==> src/rtl/instr_byte_fetch_if.sv <==
// Fetch-unit bus bundle: byte-wide instruction memory port, decode-side
// valid/ready handshake, redirect request and NOP-halt status.
interface instr_byte_fetch_if #(
  parameter int ADDR_W = 8
) ();
  logic [ADDR_W-1:0] mem_addr;
  logic              mem_rd_en;
  logic [7:0]        mem_rdata;
  logic [31:0]       instr;
  logic [31:0]       instr_pc;
  logic              instr_valid;
  logic              instr_ready;
  logic              redirect_en;
  logic [31:0]       redirect_pc;
  logic              halt;
  logic [2:0]        nop_count;

  modport master (
    output mem_addr, mem_rd_en, instr, instr_pc, instr_valid, halt, nop_count,
    input  mem_rdata, instr_ready, redirect_en, redirect_pc
  );

  modport slave (
    input  mem_addr, mem_rd_en, instr, instr_pc, instr_valid, halt, nop_count,
    output mem_rdata, instr_ready, redirect_en, redirect_pc
  );
endinterface

==> src/rtl/instr_byte_fetch.sv <==
// Big-endian byte-serial instruction fetch with valid/ready output and redirect.
// Optional NOP-run halt is built only when IFETCH_NOP_HALT_EN is defined.
module instr_byte_fetch #(
  parameter int          ADDR_W         = 8,
  parameter int          NOP_HALT_COUNT = 4,
  parameter logic [31:0] RESET_PC       = 32'h0
) (
  input  logic                 clk,
  input  logic                 reset,
  instr_byte_fetch_if.master   bus
);

  if (NOP_HALT_COUNT < 1 || NOP_HALT_COUNT > 7) begin : g_bad_cfg
    $error("NOP_HALT_COUNT must be in 1..7");
  end

  typedef enum logic [1:0] {
    FETCH,
    DRAIN,
    HOLD
`ifdef IFETCH_NOP_HALT_EN
    , HALTED
`endif
  } state_e;

  state_e      state_q, state_d;
  logic [31:0] pc_q;
  logic [1:0]  k_q;
  logic        rd_pend_q;
  logic [1:0]  rd_idx_q;
  logic [31:0] instr_q;
  logic [31:0] instr_pc_q;
  logic        hs;

`ifdef IFETCH_NOP_HALT_EN
  logic [2:0]  nop_q;
  logic [2:0]  nop_next;
  logic        halt_hit;

  always_comb begin
    nop_next = 3'd0;
    if (instr_q == 32'd0) nop_next = (nop_q == 3'd7) ? 3'd7 : nop_q + 3'd1;
  end
  assign halt_hit = (nop_next == 3'(NOP_HALT_COUNT));
`endif

  always_ff @(posedge clk or posedge reset) begin
    if (reset) state_q <= FETCH;
    else       state_q <= state_d;
  end

  // NOTE: every variable assigned here gets a default first, so no path leaves
  // it unassigned and no latch is inferred.
  always_comb begin
    state_d = state_q;
    hs      = 1'b0;
    case (state_q)
      FETCH: if (k_q == 2'd3) state_d = DRAIN;
      DRAIN: state_d = HOLD;
      HOLD: begin
        if (bus.instr_ready) begin
          hs      = 1'b1;
          state_d = FETCH;
`ifdef IFETCH_NOP_HALT_EN
          if (halt_hit) state_d = HALTED;
`endif
        end
      end
`ifdef IFETCH_NOP_HALT_EN
      HALTED: state_d = HALTED;
`endif
      default: state_d = FETCH;
    endcase
    if (bus.redirect_en) state_d = FETCH;
  end

  // NOTE: sequential state uses non-blocking assignments so all registers
  // update from the same pre-edge values.
  always_ff @(posedge clk or posedge reset) begin
    if (reset) begin
      pc_q       <= RESET_PC;
      k_q        <= 2'd0;
      rd_pend_q  <= 1'b0;
      rd_idx_q   <= 2'd0;
      instr_q    <= 32'd0;
      instr_pc_q <= 32'd0;
`ifdef IFETCH_NOP_HALT_EN
      nop_q      <= 3'd0;
`endif
    end else if (bus.redirect_en) begin
      // Redirect wins over everything, including a same-cycle handshake;
      // the byte still in flight is dropped by clearing rd_pend_q.
      pc_q      <= bus.redirect_pc & ~32'd3;
      k_q       <= 2'd0;
      rd_pend_q <= 1'b0;
`ifdef IFETCH_NOP_HALT_EN
      nop_q     <= 3'd0;
`endif
    end else begin
      rd_pend_q <= (state_q == FETCH);
      rd_idx_q  <= k_q;
      if (state_q == FETCH) k_q <= k_q + 2'd1;
      if (rd_pend_q) begin
        case (rd_idx_q)
          2'd0:    instr_q[31:24] <= bus.mem_rdata;
          2'd1:    instr_q[23:16] <= bus.mem_rdata;
          2'd2:    instr_q[15:8]  <= bus.mem_rdata;
          default: instr_q[7:0]   <= bus.mem_rdata;
        endcase
      end
      if (state_q == DRAIN) instr_pc_q <= pc_q;
      if (hs) begin
        pc_q  <= pc_q + 32'd4;
`ifdef IFETCH_NOP_HALT_EN
        nop_q <= nop_next;
`endif
      end
    end
  end

  // Reads are issued combinationally so the first byte request goes out in the
  // cycle after reset releases; reset forces the strobe and address low.
  assign bus.mem_rd_en   = (state_q == FETCH) && !reset;
  assign bus.mem_addr    = reset ? '0 : pc_q[ADDR_W-1:0] + ADDR_W'(k_q);
  assign bus.instr       = instr_q;
  assign bus.instr_pc    = instr_pc_q;
  assign bus.instr_valid = (state_q == HOLD);

`ifdef IFETCH_NOP_HALT_EN
  assign bus.halt      = (state_q == HALTED);
  assign bus.nop_count = nop_q;
`else
  assign bus.halt      = 1'b0;
  assign bus.nop_count = 3'd0;
`endif

endmodule

==> src/flat_wrapper.sv <==
// flat-port wrapper written by rule: the top's interface ports become plain ports
module instr_byte_fetch_flat 
#(
  parameter int          ADDR_W         = 8,
  parameter int          NOP_HALT_COUNT = 4,
  parameter logic [31:0] RESET_PC       = 32'h0
)
  (clk, reset, bus_mem_addr, bus_mem_rd_en, bus_instr, bus_instr_pc, bus_instr_valid, bus_halt, bus_nop_count, bus_mem_rdata, bus_instr_ready, bus_redirect_en, bus_redirect_pc);
  instr_byte_fetch_if #(.ADDR_W(ADDR_W)) bus_i ();
  input  logic clk;
  input  logic reset;
  output wire logic [$bits(bus_i.mem_addr)-1:0] bus_mem_addr;
  output wire logic [$bits(bus_i.mem_rd_en)-1:0] bus_mem_rd_en;
  output wire logic [$bits(bus_i.instr)-1:0] bus_instr;
  output wire logic [$bits(bus_i.instr_pc)-1:0] bus_instr_pc;
  output wire logic [$bits(bus_i.instr_valid)-1:0] bus_instr_valid;
  output wire logic [$bits(bus_i.halt)-1:0] bus_halt;
  output wire logic [$bits(bus_i.nop_count)-1:0] bus_nop_count;
  input wire logic [$bits(bus_i.mem_rdata)-1:0] bus_mem_rdata;
  input wire logic [$bits(bus_i.instr_ready)-1:0] bus_instr_ready;
  input wire logic [$bits(bus_i.redirect_en)-1:0] bus_redirect_en;
  input wire logic [$bits(bus_i.redirect_pc)-1:0] bus_redirect_pc;
  assign bus_mem_addr = bus_i.mem_addr;
  assign bus_mem_rd_en = bus_i.mem_rd_en;
  assign bus_instr = bus_i.instr;
  assign bus_instr_pc = bus_i.instr_pc;
  assign bus_instr_valid = bus_i.instr_valid;
  assign bus_halt = bus_i.halt;
  assign bus_nop_count = bus_i.nop_count;
  assign bus_i.mem_rdata = bus_mem_rdata;
  assign bus_i.instr_ready = bus_instr_ready;
  assign bus_i.redirect_en = bus_redirect_en;
  assign bus_i.redirect_pc = bus_redirect_pc;
  instr_byte_fetch #(.ADDR_W(ADDR_W), .NOP_HALT_COUNT(NOP_HALT_COUNT), .RESET_PC(RESET_PC)) u_core (.clk(clk), .reset(reset), .bus(bus_i));
endmodule
==> config.mk <==
export PLATFORM = sky130hd
export DESIGN_NAME = instr_byte_fetch_flat
export DESIGN_NICKNAME = d
export VERILOG_FILES = /design/src/rtl/instr_byte_fetch_if.sv /design/src/rtl/instr_byte_fetch.sv /design/src/flat_wrapper.sv
export SDC_FILE = /design/constraint.sdc
export NUM_CORES = 1
export LEC_CHECK = 0
export CORE_ASPECT_RATIO = 1.5
export CORE_MARGIN = 5
export CORE_UTILIZATION = 40
export DETAILED_ROUTE_END_ITERATION = 7
export PLACE_DENSITY = 0.68
export RECOVER_POWER = 100
export SLEW_MARGIN = 20
export SYNTH_ARGS = -nofsm -noshare
export SYNTH_HDL_FRONTEND = slang
export SYNTH_SLANG_ARGS = --single-unit
==> constraint.sdc <==
create_clock -name clk -period 5.8 [get_ports clk]
set_input_delay 0.87 -clock clk [delete_from_list [all_inputs] [get_ports clk]]
set_output_delay 0.87 -clock clk [all_outputs]
set_load 0.02 [all_outputs]
; Word level (Yosys, flattened, before mapping)
; Cells that the tools add are included.
[op_classes]
n_reduce_logical = 13
n_addsub = 3
eq_ne = 7
n_bitwise = 2
muxes = 12
[op_table]
columns = op, count
row1 = $mux 32, 2
row2 = $add 32x3->32 const B, 1
row3 = $reduce_and 3->1, 4
row4 = $mux 2, 5
row5 = $add 8x2->8, 1
row6 = $mux 8, 1
row7 = $eq 2x2->1 const B, 3
row8 = $pmux 2 s3, 1
row9 = $eq 2x1->1 const B, 2
row10 = $logic_not 2->1, 2
row11 = $reduce_and 2->1, 2
row12 = $reduce_bool 2->1, 2
row13 = $mux 1, 3
row14 = $ne 3x1->1 const B, 1
row15 = $ne 3x2->1 const B, 1
row16 = $reduce_or 3->1, 1
row17 = $add 2x1->2 const B, 1
row18 = $not 1->1, 2
row19 = $logic_and 1x1->1, 1
row20 = $logic_not 1->1, 1
[word_totals]
elab_cells = 47
in_bits = 44
output_inout_bits = 78
reg_bits = 103

; Depth between registers and ports, before layout
; Gate-level depths: netlist (run 1).
[logic_depth]
word_depth = 4
depth_mapped = 7
ltp_nobuf = 5

; Worst setup path before layout (run 1)
; Ideal clock, no wire load.
[synth_timing]
path_type = input to output
startpoint = input port reset
endpoint = output port bus_mem_rd_en
arrival_time_ns = 1.325
stages = 1
n_path_buf = 0
required_ns = 4.930
path_slack_ns = 3.605
path_cell_list = nor3_1
[synth_between]
elab_chain_len = 2
[synth_lines]
columns = item, line
row1 = start: declaration, flat_wrapper.sv:11  ; input logic reset;
row2 = $logic_not 1->1 (no line), -
row3 = $logic_and 1x1->1, instr_byte_fetch.sv:123  ; assign bus.mem_rd_en = (state_q == FETCH) && !reset;
row4 = end: declaration, flat_wrapper.sv:13  ; output wire logic [$bits(bus_i.mem_rd_en)-1:0] bus_mem_rd_en;
; Every way passes these cells.

; Worst setup path in the final report (run 1)
[layout_timing]
startpoint = input port bus_redirect_en
endpoint = register u_core.instr_pc_q[18], in the netlist u_core.bus.instr_pc[18]
[layout_between]
elab_chain_len = 2
[layout_lines]
columns = item, line
row1 = start: declaration, flat_wrapper.sv:21  ; input wire logic [$bits(bus_i.redirect_en)-1:0] bus_redirect_en;
row2 = $not 1->1 (no line), -
row3 = $reduce_and 2->1 (no line), -
row4 = end signal: assignment, instr_byte_fetch.sv:111  ; if (state_q == DRAIN) instr_pc_q <= pc_q;
row5 = end: declaration, instr_byte_fetch.sv:32  ; logic [31:0] instr_pc_q;
; Every way passes these cells.
; A chain may end at the register's enable or synchronous reset.

==> results.yml, run 1 <==
outcome:
  status: "finished with violations"
  violations: "max-capacitance violations, max-slew violations"
pwr:
  vdd_drop_max_mv: 0.2791
  p_sw_frac: 0.3243
  internal_power_mw: 1.761
  power.switching_mw: 0.8450
  seqPwrFrac: 0.400
  combPwrFrac: 0.350
  clkPwrFrac: 0.249
  p_leak_nw: 2.563
  powerDensity_nw_per_um2: 432.9
place:
  dp.cells: 622
  dp_hpwl_um: 7931
  port_buffers: 113
  gp_congestion: 0.8074
finish:
  n_antenna_cell: 0
  layout.nets: 532
  syn_to_final_growth_pct: 34.88
  finalNonFillerCells: 638
  fin_util: 0.5474
  layout-drive-gt1-share: 0.1181
  nFillCells: 991
global_route:
  gr-max-usage-layer: "met2"
  grt_pass1_wl_um: 18340
  grt_usage: 0.1731
  grt_max_degree: 67
  grt_use_met3: 0.06156
  grt_use_met1: 0.2013
  grt_antenna_before_repair: 0
  grt_pass1_vias: 3586
  met2_usage: 0.2916
  gr-total-overflow: 0
synthesis:
  ys_seq_area_frac: 0.5551
  synth_top_area_cell: "dfrtp_1"
  synth_area_leaders: "dfrtp_1 56%, mux2_2 9.3%, mux2_1 6.8%, or4_1 2.9%, a31oi_1 2.2%"
  synth_edf_count: 0
  synthCells: 378
  async_flop_share: 1.000
  synth_top_area_frac: 0.5551
  synthesis.area_um2: 4463
  ys_types: 38
  ys.flop_type: "dfrtp_1"
  synth_area_per_cell_um2: 11.81
  synth_warnings: 0
  ys_seq_elements: 99
floorplan:
  design.die.area_um2: 13410
  die_x_um: 96.25
  rows: 47
  initial_core_util: 0.4058
  core_area_um2: 11000
  dieHeight_um: 139.4
  io_pins: 122
clock_network:
  clkTransAtPathRegs_ns: 0.07
  root_buffer: "clkbuf_16"
  clock_sinks: 99
  h-tree-depth: 3
  numCtsBuffers: 9
  cts_setup_buffers: 0
  cts_buffer_depth: 2
  post_cts_resized: 0
  holdBufCountCts: 0
  worstSkewPairLatency_ns: 0.34
  cts_tree: "yes"
critical_path:
  worstPathMaxFanout: 38
  cp_slowest_cell: "clkbuf_1"
  worstRegToRegCells: 2
  critical_path.top_delay_family: "buffers and inverters"
  cp.required_ns: 6.02
  path_buf_inv: 4
  worstSetupPathDepth: 6
  worstSetupStartpointType: "primary input"
  path_cells: "dlygate4sd3_1, clkbuf_1, inv_2, and3_1, buf_4, mux2_1"
  max_stage_delay_ns: 1.07
  end_kind: "flop"
  critPathArrivalTime_ns: 4.25
  crit_type: "primary input to flop"
sta:
  finalHoldViolCount: 0
  rsz0062_at_grt: "no"
  finalSetupViolCount: 0
  period_needed_ns: 4.030
  period_share: 0.6948
  worstMarginPinSlew_ns: 2.931
  slew_headroom: -0.9646
  clock_skew_ns: 0.005247
  setup-tns-final_ns: 0
  fmax_mhz: 248.1
  drv_slew: 76
hold_path:
  hp-class: "flop to flop"
  min_path_cells: 1
detailed_routing:
  drc: 0
  vias: 3388
  wl_um: 10900
  drtPass1Iterations: 4
  avgRoutedWirePerCell_um: 17.08
  ant_nets: 0
  post_drt_via_cell_ratio: 5.310
  drt_iter0_drc: 125
run:
  max-cap-violations: 2
power by group through the flow:
stage / logic [mW] / registers, mW / clock network [mW]
4_1_cts: 1.01 / 1.06 / 0.662
3_5_place_dp: 1.01 / 1.07 / 0
6_report: 0.913 / 1.04 / 0.650
2_1_floorplan: 0.247 / 1.29 / 0
3_3_place_gp: 0.996 / 1.05 / 0
5_1_grt: 0.979 / 1.08 / 0.699
worst paths after layout:
kind,start,endpoint,slack (ns)
worst max-delay path,bus_redirect_en,u_core.bus.instr_pc[18]$_DFFE_PP0P_,1.77
worst min-delay path,u_core.bus.instr_pc[24]$_DFFE_PP0P_,u_core.bus.instr_pc[24]$_DFFE_PP0P_,0.48
worst max register to register,u_core.rd_idx_q[0]$_DFFE_PP0N_,u_core.bus.instr[28]$_DFFE_PP0P_,3.25
worst min register to register,u_core.bus.instr_pc[24]$_DFFE_PP0P_,u_core.bus.instr_pc[24]$_DFFE_PP0P_,0.48
max in group asynchronous,reset,u_core.bus.instr[6]$_DFFE_PP0P_,2.33
min in group asynchronous,reset,u_core.k_q[1]$_DFFE_PP0P_,2.02
placed cells by master, fill, tap and decap left out, drive strengths merged:
| cell | synthesis | routed |
|---|---|---|
| o211ai | 3 | 3 |
| inv | 5 | 4 |
| buf | 11 | 2 |
| clkinv | 0 | 1 |
| clkdlybuf4s50 | 0 | 39 |
| clkbuf | 15 | 15 |
| clkinvlp | 0 | 2 |
| nor4bb | 2 | 2 |
| a31oi | 16 | 16 |
| bufinv | 0 | 2 |
| conb | 1 | 6 |
| xor2 | 7 | 7 |
| dlygate4sd3 | 0 | 74 |
| and4 | 5 | 5 |
| o21ai | 16 | 16 |
| mux2 | 64 | 64 |
| nand4 | 12 | 12 |
| o31ai | 12 | 12 |
| mux2i | 1 | 1 |
| nor4b | 1 | 1 |
| nor4 | 2 | 2 |
| and3 | 3 | 3 |
| nor3 | 2 | 2 |
| nand2 | 26 | 26 |
| a21oi | 2 | 2 |
| ha | 2 | 2 |
| nand3 | 15 | 15 |
| or4 | 17 | 17 |
| dfrtp | 99 | 99 |
| nor2b | 8 | 8 |
| nand2b | 1 | 1 |
| nor2 | 20 | 20 |
| or3 | 3 | 3 |
| and2 | 2 | 2 |
| and4b | 1 | 1 |
| xnor2 | 4 | 4 |
cells in the mapped netlist, types with 7 or more instances:
cell type / number
buf_4: 7
dfrtp_1: 99
mux2_2: 37
clkbuf_1: 15
mux2_1: 27
a31oi_1: 16
nand4_1: 11
or4_1: 17
nor2b_1: 8
nor2_1: 20
nand2_1: 26
nand3_1: 15
o31ai_1: 12
o21ai_1: 13
xor2_1: 7
final cells by class:
| class | count | area (um2) | share of cell area |
|---|---|---|---|
| Clock buffer | 12 | 256.5 | 0.04261 |
| Tap cell | 147 | 183.9 | 0.03055 |
| Clock inverter | 4 | 72.57 | 0.01206 |
| Multi-Input combinational cell | 253 | 1852 | 0.3076 |
| Sequential cell | 99 | 2477 | 0.4116 |
| Timing Repair Buffer | 118 | 1157 | 0.1923 |
| Inverter | 5 | 20.02 | 0.003326 |
metrics by stage:
step	setup WS, ns	total power [mW]	area (um2)	hold slack (ns)
final	1.770	2.606	6020	0.4775
after global routing	1.440	2.757	6020	0.5018
after CTS	2.517	2.731	6045	0.4904
after detailed placement	2.311	2.073	5715	0.4759
after global placement	2.327	2.050	5715	0.4674
after floorplan	2.340	1.537	4482	0.4930
state kept, by name, summed over array words and instances (netlist names):
| name | cells |
|---|---|
| u_core.rd_pend_q | 1 |
| u_core.pc_q | 30 |
| u_core.k_q | 2 |
| u_core.rd_idx_q | 2 |
| u_core.bus.instr_pc | 30 |
| u_core.bus.instr | 32 |
| u_core.state_q | 2 |
kinds of logic (layout without fill, tap and decap cells):
kind of cell	Yosys count	in the layout	share of synthesized area
simple gates	120	120	0.1511
flops	99	99	0.5551
mux	65	65	0.1637
compound gates	49	49	0.06784
buf+inv	31	139	0.03420
xor+xnor	11	11	0.02159
fa+ha+maj	2	2	0.005606
other cells	1	6	0.0008402
routing by layer:
| metal | share of wire | up-vias |
|---|---|---|
| li1 | - | 1590 |
| met1 | 0.38 | 1664 |
| met4 | 0.020 | 0 |
| met5 | 0 | - |
| met3 | 0.085 | 21 |
| met2 | 0.51 | 113 |
(Power assumes the default switching activity.)
==> run 2, diff against run 1 <==
--- a/config.mk
+++ b/config.mk
@@ -9,7 +9,7 @@
 export CORE_MARGIN = 5
 export CORE_UTILIZATION = 40
 export DETAILED_ROUTE_END_ITERATION = 7
-export PLACE_DENSITY = 0.68
+export PLACE_DENSITY = 0.71
 export RECOVER_POWER = 100
 export SLEW_MARGIN = 20
 export SYNTH_ARGS = -nofsm -noshare
==> constraint.sdc (replaced) <==
create_clock -name clk -period 3.4 [get_ports clk]
set_input_delay 0.51 -clock clk [delete_from_list [all_inputs] [get_ports clk]]
set_output_delay 0.51 -clock clk [all_outputs]
set_load 0.02 [all_outputs]
==> results.yml, run 2 (synthesis gave the netlist of run 1 again) <==
detailed_routing:
  vias: 3363
  ant_nets: 0
  wl_um: 11020
  drtPass1Iterations: 4
  avgRoutedWirePerCell_um: 17.20
  drt_iter0_drc: 136
  post_drt_via_cell_ratio: 5.246
  drc: 0
place:
  dp_hpwl_um: 8078
  gp_congestion: 0.8279
  port_buffers: 113
  dp.cells: 625
  dpl-instance-area_um2: 5751
  dp_slack_ns: 0.6765
pwr:
  powerDensity_nw_per_um2: 723.5
  total_power_mw: 4.343
  vdd_drop_max_mv: 0.4629
  p_leak_nw: 2.557
finish:
  layout_commonest_cell: "dfrtp_1"
  final_cell_area_um2: 6003
  layout.nets: 535
  largest_register_ffs: 32
  layout-drive-gt1-share: 0.1113
  syn_to_final_growth_pct: 34.51
  fin_util: 0.5459
  finalNonFillerCells: 641
  n_antenna_cell: 0
  final_cell_mix: "99 x dfrtp_1, 75 x dlygate4sd3_1, 38 x clkdlybuf4s50_1"
global_route:
  gr-total-overflow: 0
  grt_pass1_vias: 3484
  grt_antenna_before_repair: 0
  grt_pass1_wl_um: 17840
  grt_usage: 0.1715
  grt_max_degree: 54
critical_path:
  crit_type: "primary input to flop"
  cp.required_ns: 3.62
  worstSetupStartpointType: "primary input"
  worstPathMaxFanout: 30
  critPathArrivalTime_ns: 2.99
  end_kind: "flop"
clock_network:
  cts_setup_buffers: 0
  clkTransAtPathRegs_ns: 0.07
  clock_sinks: 99
  cts_tree: "yes"
  root_buffer: "clkbuf_16"
  cts_buffer_depth: 2
  h-tree-depth: 3
  numCtsBuffers: 9
  worstSkewPairLatency_ns: 0.34
  post_cts_resized: 0
  holdBufCountCts: 0
sta:
  rsz0062_at_grt: "no"
  finalHoldViolCount: 0
  period_share: 0.8145
  clock_skew_ns: 0.005501
  worstMarginPinSlew_ns: 1.814
  drv_slew: 47
  fmax_mhz: 361.1
  layout_setup_ws_ns: 0.6306
  finalSetupViolCount: 0
  fin_hold_ws_ns: 0.4779
  setup-tns-final_ns: 0
  slew_headroom: -0.2109
  period_needed_ns: 2.769
floorplan:
  dieHeight_um: 139.4
  io_pins: 122
  core_area_um2: 11000
  design.die.area_um2: 13410
  initial_core_util: 0.4058
  die_x_um: 96.25
  rows: 47
outcome:
  status: "finished with violations"
  violations: "max-capacitance violations, max-slew violations"
hold_path:
  hp-class: "flop to flop"
run:
  max-cap-violations: 1
[run 2: per-layer routing]
| layer | up-vias | wire length, um | track usage | share of wire |
|---|---|---|---|---|
| li1 | 1591 | - | - | - |
| met1 | 1672 | 4287 | 0.1958 | 0.39 |
| met2 | 92 | 5715 | 0.2887 | 0.52 |
| met3 | 8 | 901 | 0.06749 | 0.082 |
| met4 | 0 | 120 | 0.05547 | 0.011 |
| met5 | - | 0 | 0 | 0 |
[run 2: area by class of cell]
class	instances	area, um2
sequential	99	2477
clock buffer	14	254.0
multi-input combinational	253	1852
tap	147	183.9
clock inverter	2	35.03
timing repair buffer	121	1182
inverter	5	18.77
fill	993	4994
[run 2: worst paths after layout]
check	from	endpoint	slack [ns]	depth (start not counted)
max	bus_redirect_en	u_core.bus.instr_pc[16]$_DFFE_PP0P_	0.63	5
min in group asynchronous	reset	u_core.pc_q[2]$_DFFE_PP0P_	1.40	2
max in group asynchronous	reset	u_core.state_q[0]$_DFFE_PP0P_	0.93	3
max reg2reg	u_core.pc_q[5]$_DFFE_PP0P_	u_core.pc_q[25]$_DFFE_PP0P_	1.01	4
min reg2reg	u_core.bus.instr_pc[22]$_DFFE_PP0P_	u_core.bus.instr_pc[22]$_DFFE_PP0P_	0.48	1
min	u_core.bus.instr_pc[22]$_DFFE_PP0P_	u_core.bus.instr_pc[22]$_DFFE_PP0P_	0.48	1
[run 2: critical path, stage by stage]
cell	delay, ns
dlygate4sd3_1	0.89
inv_1	0.36
and3_1	0.24
clkbuf_2	0.48
mux2_1	0.49
[run 2: power by group]
group	switching, mW	internal, mW	leakage (nW)	total (mW)
registers	0.221	1.56	1.22	1.78
clock network	0.413	0.591	0.141	1.00
logic	0.796	0.764	1.20	1.56
==> run 3, diff against run 2 <==
==> constraint.sdc (replaced) <==
create_clock -name clk -period 2.24 [get_ports clk]
set_input_delay 0.336 -clock clk [delete_from_list [all_inputs] [get_ports clk]]
set_output_delay 0.336 -clock clk [all_outputs]
set_load 0.02 [all_outputs]
==> results.yml, run 3 (synthesis gave the netlist of run 1 again) <==
critical_path:
  r2r-end: "u_core.pc_q[31]$_DFFE_PP0P_"
  crit_type: "primary input to output port"
  rrSetupSlack_ns: 0.12
  worstSetupStartpointType: "primary input"
  r2r_start: "u_core.pc_q[8]$_DFFE_PP0P_"
  cp.required_ns: 1.90
  worstRegToRegCells: 5
  crit_start: "reset"
  critPathArrivalTime_ns: 1.83
  endpoint: "bus_mem_addr[7]"
  end_kind: "output port"
  worstPathMaxFanout: 7
pwr:
  p_leak_nw: 2.603
  powerDensity_nw_per_um2: 1086
  total_power_mw: 6.638
  vdd_drop_max_mv: 0.7395
detailed_routing:
  avgRoutedWirePerCell_um: 16.86
  vias: 3451
  ant_nets: 0
  drt_iter0_drc: 92
  post_drt_via_cell_ratio: 5.253
  drc: 0
  wl_um: 11080
  drtPass1Iterations: 4
place:
  port_buffers: 113
  dp_hpwl_um: 8125
  gp_congestion: 0.8464
finish:
  n_antenna_cell: 0
  layout-drive-gt1-share: 0.1431
  fin_util: 0.5557
  syn_to_final_growth_pct: 36.92
  layout_commonest_cell: "dfrtp_1"
  final_cell_mix: "98 x dfrtp_1, 66 x dlygate4sd3_1, 47 x clkdlybuf4s50_1"
  layout.nets: 551
  largest_register_ffs: 32
global_route:
  grt_use_met1: 0.2034
  grt_use_met3: 0.06857
  grt_usage: 0.1736
  grt_max_degree: 66
  grt_pass1_wl_um: 18420
  met2_usage: 0.2920
  gr-total-overflow: 0
  gr-max-usage-layer: "met2"
  grt_antenna_before_repair: 0
  grt_pass1_vias: 3719
sta:
  period_needed_ns: 2.167
  drv_slew: 0
  rsz0062_at_grt: "no"
  clock_skew_ns: 0.007639
  slew_headroom: 0.3784
  worstMarginPinSlew_ns: 0.9325
  finalSetupViolCount: 0
  setup-tns-final_ns: 0
  period_share: 0.9674
  fmax_mhz: 461.5
  finalHoldViolCount: 0
floorplan:
  rows: 47
  dieHeight_um: 139.4
  initial_core_util: 0.4058
  io_pins: 122
  core_area_um2: 11000
  design.die.area_um2: 13410
  die_x_um: 96.25
clock_network:
  holdBufCountCts: 0
  worstSkewPairLatency_ns: 0.34
  h-tree-depth: 3
  clock_sinks: 99
  cts_tree: "yes"
  root_buffer: "clkbuf_16"
  clkTransAtPathRegs_ns: 0.07
  numCtsBuffers: 9
  cts_buffer_depth: 2
outcome:
  status: "finished clean"
run:
  max-cap-violations: 0
hold_path:
  hp-class: "flop to flop"
[run 3: cell count changes in the layout (fill, tap and decap cells not counted), sizes merged]
cell / previous run / this run
clkinvlp: 0 / 2
clkdlybuf4s50: 38 / 47
buf: 2 / 14
dlygate4sd3: 75 / 66
clkinv: 1 / 3
[run 3: worst min path at each step]
stage,to,cells after the start,startpoint
3_5_place_dp,u_core.bus.instr_pc[27]$_DFFE_PP0P_,1,u_core.bus.instr_pc[27]$_DFFE_PP0P_
3_3_place_gp,u_core.bus.instr_pc[23]$_DFFE_PP0P_,1,u_core.bus.instr_pc[23]$_DFFE_PP0P_
4_1_cts,u_core.bus.instr_pc[6]$_DFFE_PP0P_,3,reset
2_1_floorplan,u_core.pc_q[12]$_DFFE_PP0P_,2,bus_redirect_pc[12]
5_1_grt,u_core.bus.instr_pc[20]$_DFFE_PP0P_,1,u_core.bus.instr_pc[20]$_DFFE_PP0P_
6_report,u_core.bus.instr_pc[27]$_DFFE_PP0P_,1,u_core.bus.instr_pc[27]$_DFFE_PP0P_
[run 3: cell type report]
cell class / instances / area [um2]
fillers: 967 / 4886
flip-flops and latches: 99 / 2479
multi-input cells: 253 / 1858
repair buffers: 137 / 1276
clock buffers: 10 / 229.0
well taps: 147 / 183.9
clock inverters: 6 / 65.06
inverters: 5 / 20.02
[run 3: routing by layer]
metal  wire [um]  vias to the layer above
li1            -                     1630
met1        4250                     1687
met2        5653                      117
met3        1010                       17
met4         165                        0
met5           0                        -
[run 3: per-stage QoR]
step	setup WS [ns]	hold WS, ns	area, um2	cells
after floorplan	0.2911	0.4559	4486	383
after global placement	0.07284	0.4670	5884	641
after detailed placement	-0.01564	0.4748	5884	641
after CTS	0.1183	0.4813	6178	657
after global routing	0.0006546	0.5022	6111	657
final	0.07303	0.4806	6111	657
[run 3: timing repair]
action                                  4_1_cts  5_1_grt
hold endpoints to repair                      0        0
endpoints found under the setup margin        0        1
setup buffers                                 0        0
gates resized for setup                       0        1
[run 3: power breakdown]
| part | total [mW] | switching (mW) | internal [mW] |
|---|---|---|---|
| clock | 1.54 | 0.672 | 0.869 |
| combinational | 2.41 | 1.24 | 1.17 |
| sequential | 2.68 | 0.318 | 2.37 |
[run 3: critical path, stage by stage]
cell and delay [ns]:
dlygate4sd3_1 0.59, buf_4 0.18, nor2b_1 0.11, clkdlybuf4s50_1 0.62
